==> src/rtl/lcd_timing_pkg.sv <==
// Shared types and panel timing sets for the RGB-LCD timing generator.
// Widths here are the single source for coordinate and pixel buses.
package lcd_timing_pkg;

  localparam int PIX_W = 24;
  localparam int CRD_W = 11;

  typedef logic [PIX_W-1:0] rgb_t;
  typedef logic [CRD_W-1:0] crd_t;

  localparam rgb_t BLACK = 24'h000000;
  localparam rgb_t WHITE = 24'hFFFFFF;

  // 800x480 panel
  localparam int P800_H_SYNC  = 128;
  localparam int P800_H_BACK  = 88;
  localparam int P800_H_DISP  = 800;
  localparam int P800_H_FRONT = 40;
  localparam int P800_V_SYNC  = 2;
  localparam int P800_V_BACK  = 33;
  localparam int P800_V_DISP  = 480;
  localparam int P800_V_FRONT = 10;

  // 480x272 panel
  localparam int P480_H_SYNC  = 41;
  localparam int P480_H_BACK  = 2;
  localparam int P480_H_DISP  = 480;
  localparam int P480_H_FRONT = 2;
  localparam int P480_V_SYNC  = 10;
  localparam int P480_V_BACK  = 2;
  localparam int P480_V_DISP  = 272;
  localparam int P480_V_FRONT = 2;

  function automatic int line_total(
    int sync, int back, int disp, int front
  );
    return sync + back + disp + front;
  endfunction

endpackage

==> src/rtl/lcd_timing_gen_if.sv <==
// Pixel request bus between the timing generator and the content stage.
// Coordinates flow out, registered pixel data flows back one pclk later.
interface lcd_timing_gen_if;
  import lcd_timing_pkg::*;

  crd_t pixel_xpos;
  crd_t pixel_ypos;
  crd_t h_disp;
  crd_t v_disp;
  rgb_t pixel_data;

  modport master (
    output pixel_xpos,
    output pixel_ypos,
    output h_disp,
    output v_disp,
    input  pixel_data
  );

  modport slave (
    input  pixel_xpos,
    input  pixel_ypos,
    input  h_disp,
    input  v_disp,
    output pixel_data
  );

endinterface

==> src/rtl/lcd_sync_cnt.sv <==
// Wrapping raster counter with enable and carry-out.
// carry is high in the enabled cycle that wraps the count back to zero.
module lcd_sync_cnt #(
  parameter int W     = 11,
  parameter int TOTAL = 1056
) (
  input  logic         clk,
  input  logic         rst_n,
  input  logic         en,
  output logic [W-1:0] cnt,
  output logic         carry
);

  localparam logic [W-1:0] LAST = W'(TOTAL - 1);

  assign carry = en && (cnt == LAST);

  always_ff @(posedge clk or negedge rst_n) begin
    if (!rst_n) begin
      cnt <= '0;
    end else if (carry) begin
      cnt <= '0;
    end else if (en) begin
      cnt <= cnt + W'(1);
    end
  end

endmodule

==> src/rtl/lcd_timing_gen.sv <==
// RGB-LCD raster timing: sync/enable decode, coordinate requests one
// pclk ahead of de, and blanking-aware RGB output to the panel.
module lcd_timing_gen
  import lcd_timing_pkg::*;
#(
  parameter int H_SYNC  = P800_H_SYNC,
  parameter int H_BACK  = P800_H_BACK,
  parameter int H_DISP  = P800_H_DISP,
  parameter int H_FRONT = P800_H_FRONT,
  parameter int V_SYNC  = P800_V_SYNC,
  parameter int V_BACK  = P800_V_BACK,
  parameter int V_DISP  = P800_V_DISP,
  parameter int V_FRONT = P800_V_FRONT
) (
  input  logic lcd_pclk,
  input  logic rst_n,
  lcd_timing_gen_if.master pix,
  output logic lcd_hs,
  output logic lcd_vs,
  output logic lcd_de,
  output rgb_t lcd_rgb,
  output logic lcd_bl,
  output logic frame_start
);

  localparam int H_TOTAL =
    line_total(H_SYNC, H_BACK, H_DISP, H_FRONT);
  localparam int V_TOTAL =
    line_total(V_SYNC, V_BACK, V_DISP, V_FRONT);
  localparam int H_ACT = H_SYNC + H_BACK;
  localparam int V_ACT = V_SYNC + V_BACK;

  localparam crd_t HS_END  = crd_t'(H_SYNC);
  localparam crd_t VS_END  = crd_t'(V_SYNC);
  localparam crd_t DE_BEG  = crd_t'(H_ACT);
  localparam crd_t DE_END  = crd_t'(H_ACT + H_DISP);
  localparam crd_t REQ_BEG = crd_t'(H_ACT - 1);
  localparam crd_t REQ_END = crd_t'(H_ACT + H_DISP - 1);
  localparam crd_t VA_BEG  = crd_t'(V_ACT);
  localparam crd_t VA_END  = crd_t'(V_ACT + V_DISP);

  // The request window sits one pclk before de, so it needs H_ACT >= 1.
  if (H_ACT < 1) begin : g_h_act_chk
    $error("lcd_timing_gen: H_SYNC+H_BACK must be at least 1");
  end

  crd_t h_cnt;
  crd_t v_cnt;
  logic h_wrap;
  logic v_wrap_unused;
  logic v_act;
  logic data_req;

  lcd_sync_cnt #(
    .W     (CRD_W),
    .TOTAL (H_TOTAL)
  ) u_h_cnt (
    .clk   (lcd_pclk),
    .rst_n (rst_n),
    .en    (1'b1),
    .cnt   (h_cnt),
    .carry (h_wrap)
  );

  lcd_sync_cnt #(
    .W     (CRD_W),
    .TOTAL (V_TOTAL)
  ) u_v_cnt (
    .clk   (lcd_pclk),
    .rst_n (rst_n),
    .en    (h_wrap),
    .cnt   (v_cnt),
    .carry (v_wrap_unused)
  );

  always_ff @(posedge lcd_pclk or negedge rst_n) begin
    if (!rst_n) begin
      lcd_bl <= 1'b0;
    end else begin
      lcd_bl <= 1'b1;
    end
  end

  always_comb begin
    v_act    = (v_cnt >= VA_BEG) && (v_cnt < VA_END);
    lcd_hs   = (h_cnt >= HS_END);
    lcd_vs   = (v_cnt >= VS_END);
    lcd_de   = v_act && (h_cnt >= DE_BEG) && (h_cnt < DE_END);
    data_req = v_act && (h_cnt >= REQ_BEG) && (h_cnt < REQ_END);
  end

  always_comb begin
    pix.pixel_xpos = '0;
    pix.pixel_ypos = '0;
    if (data_req) begin
      pix.pixel_xpos = h_cnt - REQ_BEG;
      pix.pixel_ypos = v_cnt - VA_BEG;
    end
  end

  assign pix.h_disp = crd_t'(H_DISP);
  assign pix.v_disp = crd_t'(V_DISP);

  assign frame_start = (h_cnt == REQ_BEG) && (v_cnt == VA_BEG);
  assign lcd_rgb     = lcd_de ? pix.pixel_data : BLACK;

endmodule

==> src/flat_wrapper.sv <==
// flat-port wrapper written by rule: the top's interface ports become plain ports
module lcd_timing_gen_flat import lcd_timing_pkg::*;
#(
  parameter int H_SYNC  = P800_H_SYNC,
  parameter int H_BACK  = P800_H_BACK,
  parameter int H_DISP  = P800_H_DISP,
  parameter int H_FRONT = P800_H_FRONT,
  parameter int V_SYNC  = P800_V_SYNC,
  parameter int V_BACK  = P800_V_BACK,
  parameter int V_DISP  = P800_V_DISP,
  parameter int V_FRONT = P800_V_FRONT
)
  (lcd_pclk, rst_n, lcd_hs, lcd_vs, lcd_de, lcd_rgb, lcd_bl, frame_start, pix_pixel_xpos, pix_pixel_ypos, pix_h_disp, pix_v_disp, pix_pixel_data);
  lcd_timing_gen_if pix_i ();
  input  logic lcd_pclk;
  input  logic rst_n;
  output logic lcd_hs;
  output logic lcd_vs;
  output logic lcd_de;
  output rgb_t lcd_rgb;
  output logic lcd_bl;
  output logic frame_start;
  output wire logic [$bits(pix_i.pixel_xpos)-1:0] pix_pixel_xpos;
  output wire logic [$bits(pix_i.pixel_ypos)-1:0] pix_pixel_ypos;
  output wire logic [$bits(pix_i.h_disp)-1:0] pix_h_disp;
  output wire logic [$bits(pix_i.v_disp)-1:0] pix_v_disp;
  input wire logic [$bits(pix_i.pixel_data)-1:0] pix_pixel_data;
  assign pix_pixel_xpos = pix_i.pixel_xpos;
  assign pix_pixel_ypos = pix_i.pixel_ypos;
  assign pix_h_disp = pix_i.h_disp;
  assign pix_v_disp = pix_i.v_disp;
  assign pix_i.pixel_data = pix_pixel_data;
  lcd_timing_gen #(.H_SYNC(H_SYNC), .H_BACK(H_BACK), .H_DISP(H_DISP), .H_FRONT(H_FRONT), .V_SYNC(V_SYNC), .V_BACK(V_BACK), .V_DISP(V_DISP), .V_FRONT(V_FRONT)) u_core (.lcd_pclk(lcd_pclk), .rst_n(rst_n), .pix(pix_i), .lcd_hs(lcd_hs), .lcd_vs(lcd_vs), .lcd_de(lcd_de), .lcd_rgb(lcd_rgb), .lcd_bl(lcd_bl), .frame_start(frame_start));
endmodule
==> config.mk <==
export PLATFORM = sky130hd
export DESIGN_NAME = lcd_timing_gen_flat
export DESIGN_NICKNAME = d
export VERILOG_FILES = /design/src/rtl/lcd_timing_pkg.sv /design/src/rtl/lcd_timing_gen_if.sv /design/src/rtl/lcd_sync_cnt.sv /design/src/rtl/lcd_timing_gen.sv /design/src/flat_wrapper.sv
export SDC_FILE = /design/constraint.sdc
export NUM_CORES = 1
export LEC_CHECK = 0
export CAP_MARGIN = 20
export CORE_MARGIN = 5
export CORE_UTILIZATION = 30
export CTS_BUF_LIST = sky130_fd_sc_hd__clkbuf_8
export DETAILED_ROUTE_END_ITERATION = 8
export GPL_TIMING_DRIVEN = 1
export PLACE_DENSITY = 0.66
export SETUP_SLACK_MARGIN = 0.5
export SLEW_MARGIN = 25
export SYNTH_ARGS = -nofsm -noshare
export SYNTH_HDL_FRONTEND = slang
export SYNTH_SLANG_ARGS = --single-unit
==> constraint.sdc <==
create_clock -name lcd_pclk -period 4.3 [get_ports lcd_pclk]
set_input_delay 0.645 -clock lcd_pclk [delete_from_list [all_inputs] [get_ports lcd_pclk]]
set_output_delay 0.645 -clock lcd_pclk [all_outputs]
set_load 0.01 [all_outputs]
; ---- Word-level counts from Yosys, hierarchy flattened
; Cells that the tools add are included.
[classes]
n_eq_ne = 4
addsub = 4
n_mux = 6
n_lt_le_gt_ge = 8
n_reduce_logical = 8
[ops]
columns = cell, n
row1 = 2-to-1 mux 11 bit, 5
row2 = "greater-or-equal comparator 11 x 8 -> 1 bit, second input constant", 3
row3 = "< comparator 11 x 10 -> 1 bit, second input constant", 3
row4 = 2-to-1 mux 24 bit, 1
row5 = "adder 11 x 1 -> 11 bit, second input constant", 2
row6 = "== test 11 x 10 -> 1 bit, second input constant", 1
row7 = "== test 11 bit, second input constant", 1
row8 = "== test 11 x 6 -> 1 bit, second input constant", 1
row9 = "== test 11 x 8 -> 1 bit, second input constant", 1
row10 = "greater-or-equal comparator 11 x 2 -> 1 bit, second input constant", 1
row11 = "greater-or-equal comparator 11 x 6 -> 1 bit, second input constant", 1
row12 = "subtractor 11 x 6 -> 11 bit, second input constant", 1
row13 = "subtractor 11 x 8 -> 11 bit, second input constant", 1
row14 = logical AND 1 bit, 7
row15 = nonzero test 2 bit, 1
[totals]
reg_bits = 23
in_bits = 26
output_inout_bits = 73

; ---- Longest topological paths before layout
[depth]
depth_word = 5
mapped_depth = 7
depth_no_buf = 6

; ---- Modules after synthesis
; Synthesis repeated with hierarchy kept, for this count alone.
[unflattened]
cells_unflattened = 295
hier_area_um2 = 2413.6
[modules_own_cells]
columns = module, n_inst, area_each_um2, seq_area_each_um2, cells_per_inst
row1 = lcd_timing_gen, 1, 1276.2, 25.0, 189
row2 = lcd_sync_cnt (u_core.u_h_cnt), 1, 570.5, 275.3, 55
row3 = lcd_sync_cnt (u_core.u_v_cnt), 1, 566.8, 275.3, 51

; ---- Worst setup path after synthesis
; Ideal clock, no wire load.
[synth_path]
kind = reg-to-output
startpoint = register u_core.u_v_cnt.cnt[6]
endpoint = output port lcd_rgb[0]
stages_incl_launch_ff = 8
slack_ns = 1.396
n_path_buf = 3
arrival_time_ns = 2.259
path_cell_list = dfrtp_1 -> clkbuf_1 -> or3_4 -> or4b_1 -> a311o_1 -> buf_4 -> buf_6 -> nor3b_2
[synth_between]
elab_chain_cells = 5
elab_cells_between_ends = 6
cone_classes = order compare (2) / mux (1) / reduce/logical (3)
[synth_rtl]
columns = item, line
row1 = from (decl), lcd_sync_cnt.sv:10  ; output logic [W-1:0] cnt,
row2 = from (signal assigned), lcd_sync_cnt.sv:24  ; cnt <= cnt + W'(1);
row3 = greater-or-equal comparator 11 x 6 -> 1 bit or < comparator 11 x 10 -> 1 bit (tied branches), lcd_timing_gen.sv:85  ; v_act = (v_cnt >= VA_BEG) && (v_cnt < VA_END);
row4 = logical AND 1 bit (*), lcd_timing_gen.sv:85
row5 = logical AND 1 bit (*) (2 in a row), lcd_timing_gen.sv:88  ; lcd_de = v_act && (h_cnt >= DE_BEG) && (h_cnt < DE_END);
row6 = 2-to-1 mux 24 bit (*), lcd_timing_gen.sv:105  ; assign lcd_rgb = lcd_de ? pix.pixel_data : BLACK;
row7 = to (decl), flat_wrapper.sv:20  ; output rgb_t lcd_rgb;
; Every way passes the cells marked *; elsewhere a longest branch is shown, timed or not.

; ---- Final worst setup path
[layout_path]
startpoint = register u_core.u_v_cnt.cnt[7]
endpoint = output port pix_pixel_ypos[4]
[layout_between]
elab_chain_cells = 5
elab_cells_between_ends = 6
cone_classes = order compare (2) / mux (1) / reduce/logical (3)
[layout_rtl]
columns = item, line
row1 = greater-or-equal comparator 11 x 6 -> 1 bit or < comparator 11 x 10 -> 1 bit (tied branches), lcd_timing_gen.sv:85
row2 = logical AND 1 bit (*), lcd_timing_gen.sv:85
row3 = logical AND 1 bit (*) (2 in a row), lcd_timing_gen.sv:89  ; data_req = v_act && (h_cnt >= REQ_BEG) && (h_cnt < REQ_END);
row4 = 2-to-1 mux 11 bit (*), lcd_timing_gen.sv:95  ; if (data_req) begin
row5 = to (decl), flat_wrapper.sv:24  ; output wire logic [$bits(pix_i.pixel_ypos)-1:0] pix_pixel_ypos;
; Marks and branches as above.

==> impl_metrics.json <==
{
  "tns_ns": 0,
  "synthCells": 271,
  "fin_nets": 358,
  "required_ns": 3.65,
  "core_um2": 7610,
  "yosys_register_bits": 23,
  "relSlewSlack_pct": 53.6,
  "fp.dieH_um": 97.8,
  "worstHoldPathType": "input pin to async pin",
  "gr-usage-met3_pct": 2.79,
  "place_hpwl_um": 4670,
  "yosysTopAreaCell": "dfrtp_1",
  "ys_types": 51,
  "rows": 32,
  "cp_cell_sequence": "or3_4 > or4b_1 > a311o_2 > buf_4 > nor3_2 > clkdlybuf4s50_1",
  "power.density_nw_per_um2": 125,
  "die_area_um2": 9570,
  "max_freq_mhz": 269,
  "path_class": "flip-flop to primary output",
  "clk_pin_slew_worst_paths_ns": 0.08,
  "drt_iter0_markers": 112,
  "timing.final.ws_setup_ns": 0.582,
  "path_max_fanout": 19,
  "drtAntennaViolNets": 0,
  "use_met2_pct": 21.2,
  "fin_crit_sh_pct": 86.5,
  "tightest_slew_ns": 0.687,
  "synth-edff-count": 0,
  "grt_pass1_wl_um": 9720,
  "grt_pass1_vias": 1935,
  "peakVddDrop_v": 0.0000890,
  "die_x_um": 97.8,
  "antenna_found_initial": 0,
  "via_count": 2092,
  "drc_errors": 0,
  "cts.path.max_buffers": 2,
  "ys.flop_type": "dfrtp_1",
  "cts_num_sinks": 23,
  "rsz0062_at_grt": "true",
  "leakagePower_nw": 1.36,
  "cts-root-buf": "clkbuf_8",
  "layout_common_cells": "clkdlybuf4s50_1, nor3b_2, conb_1",
  "netlist_top_cells_area": "dfrtp_1, nor3b_2, buf_4",
  "finalWirelength_um": 6050,
  "stdcell_count": 428,
  "start_util_pct": 30.4,
  "maxSlewViolCount": 0,
  "finalPower_mw": 0.389,
  "arrival_ns": 3.07,
  "insertion_delay_ns": 0.26,
  "io_buffers": 76,
  "dr.pass1.iters": 6,
  "drive_gt1_share_pct": 15.3,
  "grt.busiest_layer": "met2",
  "grt_start_max_net_pins": 29,
  "pin_count": 99,
  "yosysSeqAreaShare_pct": 24.9,
  "yosys_warnings": 0,
  "pre_cts_ws_ns": 0.722,
  "grt.overflow.total": 0,
  "clock_skew_ns": 0.00600,
  "diodes": 0,
  "period_minus_slack_ns": 3.72,
  "cts_buffers": 3,
  "max_stage_delay_ns": 0.56,
  "cts_tree": "done",
  "cp-start-kind": "flip-flop",
  "max_cap_viol_count": 0,
  "netlist_area_um2": 2310,
  "synthArstFlopShare_pct": 100,
  "setup.worst_path.end_class": "primary output",
  "place_congestion": 0.864,
  "hold_viol": 0,
  "finalSetupViolations": 0,
  "htreeDepth": 1,
  "grt_use_total_pct": 11.8,
  "synth_top_area_share_pct": 24.9,
  "avgSynthCellArea_um2": 8.54,
  "grt_use_met1_pct": 14.7,
  "hold_buffers": 0,
  "critPathSlowestCell": "clkdlybuf4s50_1",
  "area_delta_synth_final_pct": 34.0,
  "mostFrequentLayoutCell": "clkdlybuf4s50_1",
  "wl_per_cell_um": 14.1,
  "dp_cells": 423,
  "outcome": "finished, final reports clean",
  "vias_per_cell": 4.89
}
[routing by layer]
metal	part of all wire [%]	wire, um	up-vias
li1	-	-	1015
met2	51	3060	81
met3	6.4	384	2
met4	0.31	19	0
met5	0	0	-
met1	43	2580	994
[cell families after synthesis]
kind of cell    Yosys count  synth area share (%)
compound gates           37                  11.0
xor+xnor                 23                  8.71
fa+ha+maj                 5                  2.70
buf+inv                  60                  14.7
flops                    23                  24.9
mux                       1                 0.433
other cells               2                 0.325
simple gates            120                  37.3
[worst max-delay path, delay by kind of cell (launching register included)]
kind / cells / cell delay (ns)
and+or+nand+nor: 3 / 1.15
buffers and inverters: 2 / 0.79
DFF: 1 / 0.46
AOI/OAI and AO/OA: 1 / 0.39
[sequential cells by signal, indices dropped and copies added, names as in the netlist]
register            count
u_core.u_h_cnt.cnt     11
u_core.u_v_cnt.cnt     11
u_core.lcd_bl           1
[power breakdown]
| part | total (mW) | switching, mW | internal (mW) |
|---|---|---|---|
| Combinational | 0.0398 | 0.0161 | 0.0237 |
| Clock | 0.132 | 0.0686 | 0.0637 |
| Sequential | 0.217 | 0.0000955 | 0.216 |
[synthesized netlist by cell type, types with 2 or more instances]
master,instances
a21oi_1,7
o21ai_0,10
ha_1,5
inv_1,9
buf_6,3
clkbuf_1,20
nor3_2,5
nand3_1,13
dfrtp_1,23
nor4_1,4
nor2b_1,3
and2_1,2
xnor2_1,14
and3_1,5
and4_1,5
buf_2,4
nor2_1,11
nor3_1,18
nand2b_1,2
nand2_1,12
nand4_1,3
nor3b_2,23
a31oi_1,2
o31ai_1,2
or3_1,3
buf_4,23
conb_1,2
a21o_1,4
xor2_1,9
nor3b_1,4
[timing repair]
action,4_1_cts,5_1_grt
hold endpoints to repair,0,0
pin swaps,1,1
endpoints found under the setup margin,16,34
setup buffers,0,1
gates resized for setup,8,13
[final cells by class]
class / instances / area, um^2
fillers: 762 / 4510
multi-input cells: 209 / 1490
repair buffers: 81 / 818
flip-flops and latches: 23 / 582
well taps: 102 / 128
clock buffers: 3 / 41.3
inverters: 9 / 33.8
clock inverters: 1 / 3.75
[through the flow]
step	instance area, um^2	hold WS [ns]	util [%]
2_1_floorplan	2390	0.349	-
3_5_place_dp	3010	0.549	39.5
4_1_cts	3060	0.381	40.3
3_3_place_gp	3010	0.552	39.6
5_1_grt	3100	0.405	40.7
6_report	3100	0.356	40.7
[worst paths after layout]
path / startpoint / to / slack (ns) / depth (start not counted)
setup / recovery: u_core.u_v_cnt.cnt[7] / pix_pixel_ypos[4] / 0.58 / 6
hold / removal: rst_n / u_core.u_v_cnt.cnt[9] / 0.36 / 1
setup reg to reg: u_core.u_h_cnt.cnt[5] / u_core.u_v_cnt.cnt[10] / 2.08 / 4
hold reg to reg: u_core.u_v_cnt.cnt[6] / u_core.u_v_cnt.cnt[6] / 0.56 / 1
max in group asynchronous: rst_n / u_core.u_v_cnt.cnt[1] / 3.54 / 1
min in group lcd_pclk: u_core.u_v_cnt.cnt[6] / u_core.u_v_cnt.cnt[6] / 0.56 / 1
Power figures use the tool's default switching activity.
==> RTL change 1: new RTL, same flow settings <==
Set the package constant `CRD_W` to 15 (it was 11).
--- a/src/rtl/lcd_timing_pkg.sv
+++ b/src/rtl/lcd_timing_pkg.sv
@@ -3,7 +3,7 @@
 package lcd_timing_pkg;
 
   localparam int PIX_W = 24;
-  localparam int CRD_W = 11;
+  localparam int CRD_W = 15;
 
   typedef logic [PIX_W-1:0] rgb_t;
   typedef logic [CRD_W-1:0] crd_t;
Interface: changed (resized pix_h_disp, pix_pixel_xpos, pix_pixel_ypos and pix_v_disp); port bits go from 99 to 115. No check against the original RTL was run, so the function may have changed too.
==> RTL change 1 against the unedited design <==
- design area increased by 28%
- combinational power is 22% higher
- routed wire length is 42% higher
- core utilization is 2.4 points lower
- synthesized cell count increased by 36%
- area after synthesis rose by 39%
- power up 44%
- sequential cell count is 8 higher
- die area grew 35%
- setup slack improved by 0.13 ns
- largest cell class unchanged
==> RTL change 1: results <==
group,metric,value,unit
outcome,outcome,"completed",
synthesis,synthDistinctLibCells,54,
detailed_routing,wl_met1,3.63,mm
clock_network,cts-resized-gates,0,
grt,grt_use_met3,2.39,%
final_layout,drive_gt1_share,13.8,%
detailed_routing,drt_iter0_markers,248,
final_layout,reg.largest.list,"u_core.u_h_cnt.cnt: 15 flops, u_core.u_v_cnt.cnt: 15 flops, u_core.lcd_bl: 1 flops",
setup_path,worstSetupEndpoint,"pix_pixel_xpos[5]",
placed_design,portBuffers,84,
hold_path,min_path_type,"flop to flop",
setup_path,r2r_start,"u_core.u_h_cnt.cnt[0]",
clock_network,htree_levels,2,
power,switchingPower,0.135,mW
grt,grt_pass1_vias,2681,
grt,groute.usage.overall,12.8,%
detailed_routing,wire_per_inst,15.3,um
clock_network,clk_latency,0.28,ns
final_layout,finalNetCount,458,
grt,gr-usage-met2,22.2,%
placed_design,placed_area,3890,sq um
final_layout,fillCellCount,1069,
setup_path,crit_family,"buffers and inverters",
timing,hold_slack,0.493,ns
power,p_leak,1.57,nW
placed_design,gp_congestion,0.853,
setup_path,worstSetupStartpoint,"u_core.u_h_cnt.cnt[11]",
hold_path,min_to,"u_core.u_h_cnt.cnt[14]",
detailed_routing,num_vias,2805,
setup_path,rrSetupSlack,1.94,ns
synthesis,syn_avg_cell_area,8.71,sq um
synthesis,synth_common_cells,"buf_4, inv_1, dfrtp_1, nor4_1, nor3_2",
synthesis,synth.area.top_cells,"dfrtp_1, buf_4, nor3_2",
clock_network,numCtsBuffers,5,
detailed_routing,dr_wl_met2,4.50,mm
setup_path,worst-path-max-fanout,21,
power,peakVddDrop,89.2,uV
detailed_routing,dr_wl_met3,313,um
placed_design,dpl_worst_slack,1.00,ns
final_layout,fin_cells,564,
placed_design,hpwl,6.57,mm
timing,fin_skew,0.00744,ns
setup_path,arrival,2.94,ns
setup_path,rr_worst_depth,5,
timing,worstMarginPinSlew,0.828,ns
grt,grtUsageMet1,15.9,%
detailed_routing,drt-pass1-iter-count,4,
grt,grt_first_pass_wirelength,13.5,mm
timing,final.min_clock_period,3.59,ns
setup_path,r2r_end,"u_core.u_v_cnt.cnt[9]",
grt,grt_max_degree,32,
==> RTL change 1: power by group through the flow <==
stage	Clock [mW]	Sequential, mW	Combinational, mW
after floorplan	0	0.298	0.0375
after global placement	0	0.298	0.0476
after detailed placement	0	0.298	0.0481
after CTS	0.224	0.292	0.0485
after global routing	0.244	0.292	0.0544
final	0.218	0.292	0.0486
==> RTL change 1: layout make-up <==
type / instances / area, sq um / area share [%]
clock inverters: 3 / 12.5 / 0.315
multi-input cells: 266 / 1940 / 48.8
well taps: 136 / 170 / 4.28
inverters: 34 / 128 / 3.21
clock buffers: 5 / 68.8 / 1.73
repair buffers: 89 / 878 / 22.1
flip-flops and latches: 31 / 776 / 19.5
==> RTL change 1: cells by family (layout without fill, tap and decap cells) <==
kind of cell    count (synthesis)  after routing  share of synthesized area [%]
other cells                     2             31                          0.234
xor+xnor                       34             34                           9.49
simple gates                  151            151                           32.6
fa+ha+maj                       5              5                           1.95
flops                          31             31                           24.1
compound gates                 45             45                           12.1
buf+inv                       101            131                           19.5
==> RTL change 2: new RTL, same settings <==
Without the edit above. One comparison of `cnt` changes from == to >=.
--- a/src/rtl/lcd_sync_cnt.sv
+++ b/src/rtl/lcd_sync_cnt.sv
@@ -13,7 +13,7 @@
 
   localparam logic [W-1:0] LAST = W'(TOTAL - 1);
 
-  assign carry = en && (cnt == LAST);
+  assign carry = en && (cnt >= LAST);
 
   always_ff @(posedge clk or negedge rst_n) begin
     if (!rst_n) begin
Check against the original RTL: same outputs for any inputs over 10 cycles, from zero or initial values and one cycle with rst_n low; that may be too few to reach the edited logic, so the function may still have changed.
==> RTL change 2 against the unedited design <==
- sequential power about the same
- synthesized cell count increased by 6.3%
- setup slack improved by 0.14 ns
- routed wire length up 7.1%
- non-clock buffer count down 1
- critical path depth stayed put
- first-iteration DRC count increased by 66%
- power increased by 1.1%
- sequential cell count unchanged
- area after synthesis rose by 6.5%
- design area up 2.4%
==> RTL change 2: results <==
group,metric,value,unit
grt,grt_pass1_vias,2253,
synthesis,synth_common_cells,"nor3_1, buf_4, dfrtp_1, nor2_1, nor3b_2",
final_layout,drive_gt1_share,12.0,%
power,p_leak,1.11,nW
detailed_routing,vias_per_cell,5.17,
grt,groute.usage.overall,12.6,%
timing,fin_skew,0.00290,ns
final_layout,diodes,0,
placed_design,hpwl,4.96,mm
synthesis,synthDistinctLibCells,54,
setup_path,rr_worst_depth,5,
final_layout,finalNetCount,374,
placed_design,placed_cells,443,
placed_design,placed_area,3120,sq um
detailed_routing,wl,6.48,mm
grt,grt_first_pass_wirelength,10.8,mm
setup_path,arrival,2.93,ns
setup_path,max_stage_delay,0.76,ns
synthesis,synth.area.top_cells,"dfrtp_1, nor3b_2, buf_4",
timing,hold_viol,0,
detailed_routing,dr_wl_met3,798,um
timing,worstMarginPinSlew,0.934,ns
power,internal_power,0.305,mW
timing,hold_slack,0.354,ns
setup_path,r2r_start,"u_core.u_h_cnt.cnt[0]",
placed_design,gp_congestion,0.928,
setup_path,cp_slowest_cell,"o21ai_2",
setup_path,worst-path-max-fanout,22,
detailed_routing,dr_wl_met2,2.98,mm
outcome,outcome,"completed",
grt,grt_max_degree,26,
setup_path,rrSetupSlack,1.67,ns
synthesis,ys_seq_area_share,23.4,%
-- RTL change 2: changes by cell type after synthesis, sizes merged, moves of 4 or more --
cell / unedited run / this run
buf: 31 / 44
nor2: 11 / 19
inv: 9 / 14
a32o: 0 / 6
xor2: 9 / 1
nand3: 13 / 8
o2111ai: 1 / 5
clkbuf: 20 / 6
o221ai: 0 / 6
nor4: 5 / 9
nor3: 23 / 29
-- RTL change 2: layout make-up --
type                            instances  area, sq um
Fill cell                             795         4920
Multi-Input combinational cell        222         1580
Timing Repair Buffer                   80          786
Sequential cell                        23          576
Tap cell                              105          131
Inverter                               14         52.6
Clock buffer                            3         41.3
Clock inverter                          1         5.00
-- RTL change 2: routing by layer --
| metal | vias up | GRT usage, % |
|---|---|---|
| met5 | - | 0 |
| met4 | 0 | 3.01 |
| met3 | 6 | 3.88 |
| met2 | 110 | 21.6 |
| met1 | 1085 | 15.5 |
| li1 | 1114 | - |
-- RTL change 2: how the worst max path moves through the flow --
stage | endpoint | cells after the start | startpoint
finish | pix_pixel_ypos[2] | 6 | u_core.u_v_cnt.cnt[0]
CTS | lcd_rgb[2] | 5 | u_core.u_h_cnt.cnt[10]
global route | pix_pixel_ypos[2] | 6 | u_core.u_v_cnt.cnt[0]
detailed placement | pix_pixel_ypos[6] | 6 | u_core.u_h_cnt.cnt[10]
global placement | pix_pixel_ypos[8] | 6 | u_core.u_h_cnt.cnt[10]
floorplan | pix_pixel_xpos[8] | 5 | u_core.u_v_cnt.cnt[0]
-- RTL change 2: kinds of logic after synthesis --
kind of cell    synth area share, %
simple gates                   32.4
xor+xnor                       6.04
other cells                   0.305
fa+ha+maj                      2.03
mux                           0.406
flops                          23.4
compound gates                 19.6
buf+inv                        15.8
-- RTL change 2: worst max-delay path: cells and delay by family, from the launching register on --
| family | cells | cell delay (ns) |
|---|---|---|
| buffers and inverters | 1 | 0.52 |
| adders and majority gates | 1 | 0.31 |
| AOI/OAI and AO/OA | 2 | 0.92 |
| DFF | 1 | 0.47 |
| and+or+nand+nor | 2 | 0.45 |
-- RTL change 2: repair_timing --
item	CTS	global route
setup buffers	1	0
gates resized for setup	0	1
setup endpoints to repair	14	14
pin swaps	1	0
endpoints found under the hold margin	0	0
-- RTL change 2: per-stage QoR --
step	util (%)	setup slack (ns)
floorplan	-	1.94
global placement	38.6	0.817
detailed placement	38.5	0.779
CTS	39.2	0.670
global route	39.2	0.515
finish	39.2	0.727
-- RTL change 2: power by group through the flow --
stage	clock [mW]	sequential (mW)	combinational, mW
floorplan	0	0.221	0.0272
global placement	0	0.221	0.0397
detailed placement	0	0.221	0.0396
CTS	0.142	0.217	0.0397
global route	0.149	0.217	0.0431
finish	0.137	0.217	0.0396
